==> src/rtl/pc_stack.sv <==
// Program counter with increment, absolute load, relative branch and a
// hardware return-address stack for CALL/RET.
module pc_stack #(
    parameter int unsigned ADDR_W      = 5,
    parameter int unsigned RESET_ADDR  = 0,
    parameter int unsigned STACK_DEPTH = 4
) (
    input  logic              CLK,
    input  logic              RST,
    input  logic              PC_EN,
    input  logic              LOAD_EN,
    input  logic              BR_EN,
    input  logic              CALL_EN,
    input  logic              RET_EN,
    input  logic [ADDR_W-1:0] I_ADDR,
    input  logic [ADDR_W-1:0] I_OFFSET,
    output logic [ADDR_W-1:0] O_ADDR,
    output logic              STK_EMPTY,
    output logic              STK_FULL,
    output logic              STK_ERR
);

    localparam int unsigned CNT_W = $clog2(STACK_DEPTH + 1);
    // Storage is sized to the full index range so count_q indexes it without truncation.
    localparam int unsigned STACK_SLOTS = 1 << CNT_W;
    localparam logic [CNT_W-1:0] DEPTH_C = CNT_W'(STACK_DEPTH);

    logic [ADDR_W-1:0] pc_q, pc_d;
    logic [ADDR_W-1:0] pc_inc;
    logic [CNT_W-1:0]  count_q, count_d;
    logic [CNT_W-1:0]  top_idx;
    logic              err_q, err_d;
    logic              push;
    logic [ADDR_W-1:0] stack_q [STACK_SLOTS];

    assign pc_inc  = pc_q + ADDR_W'(1);
    assign top_idx = count_q - CNT_W'(1);

    always_comb begin
        pc_d    = pc_q;
        count_d = count_q;
        err_d   = err_q;
        push    = 1'b0;
        if (PC_EN) begin
            if (RET_EN) begin
                if (count_q != '0) begin
                    pc_d    = stack_q[top_idx];
                    count_d = top_idx;
                end else begin
                    pc_d  = pc_inc;
                    err_d = 1'b1;
                end
            end else if (CALL_EN) begin
                // The jump is taken even when the push is dropped on overflow.
                pc_d = I_ADDR;
                if (count_q < DEPTH_C) begin
                    push    = 1'b1;
                    count_d = count_q + CNT_W'(1);
                end else begin
                    err_d = 1'b1;
                end
            end else if (LOAD_EN) begin
                pc_d = I_ADDR;
            end else if (BR_EN) begin
                pc_d = pc_q + I_OFFSET;
            end else begin
                pc_d = pc_inc;
            end
        end
    end

    always_ff @(posedge CLK) begin
        if (RST) begin
            pc_q    <= ADDR_W'(RESET_ADDR);
            count_q <= '0;
            err_q   <= 1'b0;
        end else begin
            pc_q    <= pc_d;
            count_q <= count_d;
            err_q   <= err_d;
        end
    end

    always_ff @(posedge CLK) begin
        if (!RST && push) begin
            stack_q[count_q] <= pc_inc;
        end
    end

    assign O_ADDR    = pc_q;
    assign STK_EMPTY = (count_q == '0);
    assign STK_FULL  = (count_q == DEPTH_C);
    assign STK_ERR   = err_q;

endmodule

==> config.mk <==
export PLATFORM = sky130hd
export DESIGN_NAME = pc_stack
export DESIGN_NICKNAME = d
export VERILOG_FILES = /design/src/rtl/pc_stack.sv
export SDC_FILE = /design/constraint.sdc
export NUM_CORES = 1
export LEC_CHECK = 0
export ABC_AREA = 1
export BUFFER_PORTS_ARGS = -buffer_cell sky130_fd_sc_hd__buf_4
export CAP_MARGIN = 20
export CORE_MARGIN = 3
export CORE_UTILIZATION = 50
export DETAILED_ROUTE_END_ITERATION = 6
export PLACE_DENSITY = 0.69
export SLEW_MARGIN = 30
export SYNTH_ARGS = -nofsm -noshare
export SYNTH_HDL_FRONTEND = slang
export SYNTH_SLANG_ARGS = --single-unit
==> constraint.sdc <==
create_clock -name CLK -period 2.2 [get_ports CLK]
set_input_delay 0.44 -clock CLK [delete_from_list [all_inputs] [get_ports CLK]]
set_output_delay 0.44 -clock CLK [all_outputs]
set_load 0.03 [all_outputs]
# Yosys cells after proc, flatten, opt, wreduce, memory -nomap -nowiden
# Memory sizes are Yosys's and may differ from the RTL's.
# Cells that the tools add are included.
[totals]
ram_bits = 40
wordCells = 40
reg_bits = 9
mem_count = 1
input_bits = 17
[memory_table]
columns = ["name", "words", "word_bits", "rd", "rd_clocked_by_memory_dff", "write_ports", "line_no", "rtl"]
rows = [
  ["stack_q", 8, 5, 1, 0, 1, "34", "logic [ADDR_W-1:0] stack_q [STACK_SLOTS];"],
]
[op_classes]
n_eq_ne = 4
n_mux = 19
n_addsub = 4
n_lt_le_gt_ge = 1
n_reduce_logical = 8
[op_table]
columns = ["operator", "n"]
rows = [
  ["$mux 5", 5],
  ["$mux 3", 4],
  ["$mux 1", 10],
  ["$reduce_and 4->1", 2],
  ["$add 5x1->5 const B", 1],
  ["$add 5x5->5", 1],
  ["$ne 2x2->1 const B", 2],
  ["$reduce_bool 2->1", 2],
  ["$add 3x1->3 const B", 1],
  ["$eq 3x3->1 const B", 1],
  ["$logic_not 3->1", 1],
  ["$lt 3x3->1 const B", 1],
  ["$reduce_bool 3->1", 1],
  ["$sub 3x1->3 const B", 1],
  ["$ne 2x1->1 const B", 1],
  ["$logic_and 1x1->1", 1],
  ["$logic_not 1->1", 1],
]

# Longest topological paths before layout
# Gate-level depths: netlist (run 1).
[logic_depth]
depth_word = 8
depth_mapped = 12

# Worst setup path before layout (run 1)
# No wires, ideal clock.
[synth_path]
path_type = "register to register"
start = "register pc_q[0], in the netlist O_ADDR[0]"
end = "register pc_q[4], in the netlist O_ADDR[4]"
synth_period_minus_slack_ns = 1.812
required_ns = 2.134
setup_time_ns = 0.066
arrival_ns = 1.746
setup_slack_ns = 0.388
stages_incl_launch_ff = 13
path_cell_list = "dfxtp_1 -> ha_1 -> inv_1 -> fa_1 -> inv_1 -> nand2_1 -> nand2_1 -> nand2_1 -> nand2_1 -> nand3_1 -> nand2_1 -> nand2_1 -> a21oi_2"
[synth_between]
elab_chain_cells = 5
word_cells_on_any_way = 7
cone_classes = "2 x add/sub; 5 x mux"
[synth_rtl]
columns = ["element", "line_no", "rtl"]
rows = [
  ["from (decl)", "28", "logic [ADDR_W-1:0] pc_q, pc_d;"],
  ["from (signal assigned)", "74", "pc_q <= ADDR_W'(RESET_ADDR);"],
  ["from (signal assigned)", "78", "pc_q <= pc_d;"],
  ["$add 5x1->5 or $add 5x5->5 (tied branches)", "36, 65", ""],
  ["$mux 5", "64", "end else if (BR_EN) begin"],
  ["$mux 5", "62", "end else if (LOAD_EN) begin"],
  ["$mux 5", "53", "end else if (CALL_EN) begin"],
  ["$mux 5 (*)", "45", "if (RET_EN) begin"],
]
# Every way passes the cells marked *; elsewhere a longest branch is shown, timed or not.
# A chain may end at the register's enable or synchronous reset.

# Final worst setup path (run 1)
[layout_path]
start = "register count_q[0]"
end = "output STK_EMPTY"
[layout_between]
elab_chain_cells = 1
[layout_rtl]
columns = ["element", "line_no", "rtl"]
rows = [
  ["from (decl)", "30", "logic [CNT_W-1:0] count_q, count_d;"],
  ["from (signal assigned)", "79", "count_q <= count_d;"],
  ["$logic_not 3->1", "91", "assign STK_EMPTY = (count_q == '0);"],
  ["to (decl)", "18", "output logic STK_EMPTY,"],
]
# No other way between the ends.

==> results.sh, run 1 <==
export IMPL_outcome="finished, final reports clean"
export IMPL_post_cts_setup_buffers=0
export IMPL_clk_path_buf_depth=2
export IMPL_gp_congestion=0.8254
export IMPL_wl_met1_mm=2.373
export IMPL_power_density_mw_per_mm2=710.5
export IMPL_cts_tree="done"
export IMPL_drive_gt1_share_pct=15.94
export IMPL_num_io_pins=25
export IMPL_cp_required_ps=1760
export IMPL_grt_overflow=0
export IMPL_synth_seq_cells=49
export IMPL_setup_viol=0
export IMPL_clk_pin_slew_ps=90
export IMPL_grt_setup_unrepaired="false"
export IMPL_dieArea_sq_mm=0.005941
export IMPL_dr_max_layer_used="met4"
export IMPL_grt_max_degree=24
export IMPL_synth_area_sq_mm=0.002526
export IMPL_synthDistinctLibCells=30
export IMPL_grt_usage_pct=19.60
export IMPL_start_kind="flip-flop"
export IMPL_fin_skew_ps=6.247
export IMPL_cts_resized_gates=0
export IMPL_grt_pass1_wl_mm=9.197
export IMPL_max_vdd_ir_drop_uv=371.2
export IMPL_synth_top_cell_by_area="edfxtp_1"
export IMPL_wl_per_cell_um=13.77
export IMPL_postRouteAntennaNets=0
export IMPL_vias_per_cell=5.101
export IMPL_yosys_area_top_type_share_pct=47.55
export IMPL_die_h_um=77.08
export IMPL_place_inst=379
export IMPL_post_dp_hpwl_mm=3.861
export IMPL_crit_path_end_kind="primary output"
export IMPL_tns_ps=0
export IMPL_route_vias_total=1974
export IMPL_clock_sinks=49
export IMPL_diodes=0
export IMPL_drc=0
export IMPL_hp_class="input pin to flip-flop"
export IMPL_synth_edf_count=40
export IMPL_syn_instance_count=270
export IMPL_grt_pass1_vias=1940
export IMPL_die_w_um=77.08
export IMPL_finalCritPeriodShare_pct=86.61
export IMPL_met3_length_um=240
export IMPL_clk_latency_ps=300
export IMPL_syn_area_per_cell_sq_um=9.356
export IMPL_wl_met2_mm=2.640
export IMPL_firstDrtPassIters=4
export IMPL_hold_ws_ps=305.6
export IMPL_syn_to_final_growth_pct=17.29
export IMPL_synth_most_common_cell="nand2_1"
export IMPL_cap_violations=0
export IMPL_fin_cells=387
export IMPL_final_max_slew_violation_count=0
export IMPL_initial_utilization_pct=52.44
export IMPL_first_iter_violations=120
export IMPL_core_area_sq_mm=0.004817
export IMPL_drt_total_wl_mm=5.329
export IMPL_fin_nets=345
export IMPL_synth_area_leaders="edfxtp_1, nand2_1, dfxtp_1, o21ai_0, nor2_1"
export IMPL_leakage_nw=1.278
export IMPL_async_flop_share_pct=0
export IMPL_synth_cells_most_frequent="nand2_1, edfxtp_1, nor2_1"
export IMPL_cp_arrival_ps=1470
export IMPL_yosysWarnings=0
export IMPL_total_power_mw=2.105
export IMPL_antenna_found_initial=0
export IMPL_crit_type="flip-flop to primary output"
export IMPL_max_freq_ghz=0.5248
export IMPL_hold_violations=0
export IMPL_cts_buffers=5
export IMPL_clockRootBuffer="clkbuf_8"
export IMPL_tightest_slew_ps=684.2
export IMPL_seq_area_frac_synth_pct=54.68
export IMPL_synthFlopType="edfxtp_1"
export IMPL_period_needed_ps=1905
export IMPL_cp_max_fo=13
export IMPL_cts_hold_buffers=0
export IMPL_port_buffers=24
export IMPL_num_rows=25
export IMPL_max_slew_margin_pct=54.23
export IMPL_htree_levels=2
[final timing paths]
check | start | endpoint | slack (ps) | depth (start not counted)
worst max-delay path | count_q[0] | STK_EMPTY | 290 | 5
worst min-delay path | RST | count_q[2] | 310 | 2
worst max register to register | O_ADDR[0] | O_ADDR[2] | 380 | 6
worst min register to register | STK_ERR | STK_ERR | 480 | 2
[cell type report]
type | count | area [sq um]
clock buffers | 5 | 68.82
flip-flops and latches | 49 | 1381
fillers | 457 | 1854
repair buffers | 31 | 245.2
well taps | 67 | 83.83
clock inverters | 3 | 17.52
multi-input cells | 207 | 1072
inverters | 25 | 93.84
[flip-flops by register name, summed over array words and instances (netlist names)]
name and cells:
stack_q 40, O_ADDR 5, count_q 3, STK_ERR 1
[cells by family (layout without fill, tap and decap cells)]
logic type | after synthesis | count (layout) | synth area share [%]
adder cells (fa/ha/maj) | 9 | 9 | 4.755
XOR/XNOR | 5 | 5 | 2.477
buffers and inverters | 33 | 64 | 5.696
AND/OR/NAND/NOR | 126 | 126 | 21.84
AO/OA/AOI/OAI | 47 | 47 | 10.40
flip-flops | 49 | 49 | 54.68
other | 1 | 20 | 0.1484
[metal layers]
metal / track usage [%] / vias to the layer above
li1: - / 991
met1: 24.85 / 926
met2: 33.62 / 48
met3: 3.991 / 9
met4: 6.228 / 0
met5: 0 / -
[critical path: stages, from the launching register on]
cell     delay, ps
dfxtp_1        330
inv_2          180
ha_1           240
inv_1          120
nor2_4         130
buf_4          180
[layout by cell type, fill, tap and decap left out, drive strengths merged]
master / instances
a21boi: 1
inv: 25
xnor2: 2
edfxtp: 40
nor2: 33
o21ai: 25
clkinv: 2
fa: 1
conb: 20
nand2: 62
a21oi: 14
nand3: 18
buf: 31
xor2: 3
clkinvlp: 1
ha: 8
nor4: 2
nor3: 3
nand4: 3
o211ai: 7
dfxtp: 9
clkbuf: 5
nand3b: 1
or2: 4
[report_power, final]
part	switching [mW]	internal [mW]	total, mW
Sequential	0.0384	1.07	1.11
Combinational	0.295	0.179	0.474
Clock	0.299	0.220	0.519
[stage by stage]
stage,setup WS [ps],util (%),area [sq um]
after detailed placement,409.0,59.71,2877
after global placement,416.7,59.71,2877
after floorplan,387.6,-,2597
after CTS,257.2,61.51,2963
after global routing,158.2,61.51,2963
final,294.7,61.51,2963
Power figures use the tool's default switching activity.
==> run 2, diff against run 1 <==
ABC_AREA = default   (was 1)
GPL_ROUTABILITY_DRIVEN = 0   (was default)
==> run 2 against run 1 <==
Against the previous run:
- register-to-register slack got worse by 190 ps
- combinational power is essentially flat
- largest power group unchanged
- count of clock-buffer cells in the layout grew 1
- total power up 4.7%
- worst hold slack gained 80 ps
- synthesized cell count shrank 35%
- utilization grew 2.2 points
- routed wire length shrank 18%
==> results.sh, run 2 <==
export IMPL_dpl_worst_slack_ps=121.6
export IMPL_syn_instance_count=176
export IMPL_final_common_cell="edfxtp_1"
export IMPL_grt_overflow=0
export IMPL_leakage_nw=1.103
export IMPL_nFillCells=349
export IMPL_initial_utilization_pct=53.19
export IMPL_finalCritPeriodShare_pct=91.29
export IMPL_final_cell_mix="edfxtp_1, buf_4, nor2_1"
export IMPL_fin_nets=254
export IMPL_num_rows=24
export IMPL_wl_per_cell_um=15.51
export IMPL_place_inst=273
export IMPL_hp_class="input pin to flip-flop"
export IMPL_tns_ps=0
export IMPL_async_flop_share_pct=0
export IMPL_crit_type="flip-flop to flip-flop"
export IMPL_die_w_um=74.99
export IMPL_top_register="stack_q"
export IMPL_synth_top_cell_by_area="edfxtp_1"
export IMPL_diodes=0
export IMPL_drc=0
export IMPL_postRouteAntennaNets=0
export IMPL_final_area_sq_mm=0.002849
export IMPL_antenna_found_initial=0
export IMPL_grt_usage_pct=17.35
export IMPL_synth_edf_count=40
export IMPL_dpl_cell_area_sq_mm=0.002728
export IMPL_power_density_mw_per_mm2=773.4
export IMPL_synth_cells_most_frequent="edfxtp_1, nor2_1, mux4_2"
export IMPL_clock_sinks=49
export IMPL_final_core_util_pct=63.67
export IMPL_setup_viol=0
export IMPL_grt_pass1_vias=1554
export IMPL_syn_to_final_growth_pct=19.72
export IMPL_post_cts_setup_buffers=0
export IMPL_syn_area_per_cell_sq_um=13.52
export IMPL_fin_skew_ps=9.052
export IMPL_fin_cells=281
export IMPL_hold_violations=0
export IMPL_first_iter_violations=132
export IMPL_crit_path_end_kind="flip-flop"
export IMPL_yosysWarnings=0
export IMPL_synthDistinctLibCells=39
export IMPL_cp_required_ps=2450
export IMPL_path_cells="ha_1 -> inv_1 -> fa_1 -> nand2b_1 -> a21oi_1 -> xnor2_1 -> a311oi_1 -> o21a_1"
export IMPL_final_max_slew_violation_count=0
export IMPL_num_io_pins=25
export IMPL_synth_simple_gate_area_share_pct=9.884
export IMPL_synthFlopType="edfxtp_1"
export IMPL_synth_compound_area_share_pct=7.150
export IMPL_yosys_area_top_type_share_pct=50.47
export IMPL_grt_max_degree=17
export IMPL_drt_total_wl_mm=4.357
export IMPL_synth_top_family_by_area="multiplexers"
export IMPL_synth_most_common_cell="edfxtp_1"
export IMPL_cts_buffers=5
export IMPL_cap_violations=0
export IMPL_cp_slowest_stage_delay_ps=440
export IMPL_cp_max_fo=5
export IMPL_largest_register_ffs=40
export IMPL_htree_levels=2
export IMPL_clk_path_buf_depth=2
export IMPL_start_kind="flip-flop"
export IMPL_seq_area_frac_synth_pct=58.04
export IMPL_synth_seq_cells=49
export IMPL_clk_latency_ps=290
export IMPL_synth_fa_ha_area_share_pct=5.047
export IMPL_dieArea_sq_mm=0.005624
export IMPL_hold_ws_ps=385.2
export IMPL_grt_setup_unrepaired="false"
export IMPL_drive_gt1_share_pct=25.33
export IMPL_max_vdd_ir_drop_uv=554.9
export IMPL_synth_xor_area_share_pct=3.628
export IMPL_total_power_mw=2.203
export IMPL_clockRootBuffer="clkbuf_8"
export IMPL_route_vias_total=1508
export IMPL_cts_tree="done"
export IMPL_fin_ws_ps=191.7
export IMPL_synth_area_sq_mm=0.002380
export IMPL_clk_pin_slew_ps=90
export IMPL_firstDrtPassIters=4
export IMPL_synth_area_leaders="edfxtp_1, mux4_2, dfxtp_1, ha_1, nor2_1"
export IMPL_synth_mux_area_share_pct=12.51
export IMPL_grt_pass1_wl_mm=7.113
export IMPL_die_h_um=74.99
export IMPL_max_freq_ghz=0.4979
export IMPL_slowest_stage="dfxtp_1"
export IMPL_port_buffers=24
export IMPL_post_dp_hpwl_mm=3.183
export IMPL_vias_per_cell=5.367
export IMPL_outcome="finished, final reports clean"
export IMPL_cp_arrival_ps=2260
export IMPL_period_needed_ps=2008
export IMPL_core_area_sq_mm=0.004474
run 2: layout make-up:
| type | count | area, sq um | area share [%] |
|---|---|---|---|
| flip-flops and latches | 49 | 1381 | 48.48 |
| multi-input cells | 128 | 994.7 | 34.91 |
| repair buffers | 35 | 262.8 | 9.223 |
| clock buffers | 6 | 72.57 | 2.547 |
| well taps | 52 | 65.06 | 2.284 |
| clock inverters | 2 | 38.79 | 1.361 |
| inverters | 9 | 33.78 | 1.186 |
run 2: final timing paths:
| kind | startpoint | to | slack (ps) | cells after the start |
|---|---|---|---|---|
| setup / recovery | O_ADDR[0] | O_ADDR[4] | 190 | 8 |
| hold / removal | RST | count_q[0] | 390 | 2 |
| setup reg to reg | O_ADDR[0] | O_ADDR[4] | 190 | 8 |
| hold reg to reg | STK_ERR | STK_ERR | 500 | 2 |
run 2: kinds of logic (layout without fill, tap and decap cells):
logic type	count (synthesis)	after routing
adders and majority gates	9	9
muxes	17	17
xor gates and xnor gates	9	9
buffers and inverters	18	52
AOI/OAI and AO/OA	24	24
and+or+nand+nor	49	49
other	1	20
DFF	49	49
run 2: critical path: cells and delay by family (launching register included):
kind	cells	cell delay, ps
adder cells (fa/ha/maj)	2	610
AND/OR/NAND/NOR	1	160
XOR/XNOR	1	90
AO/OA/AOI/OAI	3	610
flip-flops	1	440
buffers and inverters	1	50
run 2: metal layers:
layer / up-vias / track usage (%) / part of all wire, %
li1: 747 / - / -
met1: 745 / 21.96 / 43
met2: 14 / 29.98 / 54
met3: 2 / 3.605 / 2.4
met4: 0 / 5.336 / 0.78
met5: - / 0 / 0
run 2: where the power goes:
| group | internal, mW | switching, mW |
|---|---|---|
| Sequential | 1.08 | 0.0295 |
| Clock | 0.341 | 0.286 |
| Combinational | 0.219 | 0.252 |
run 2: timing repair:
action | in CTS | in global routing
resized for setup | 0 | 2
endpoints found under the setup margin | 0 | 2
hold buffers | 0 | 0
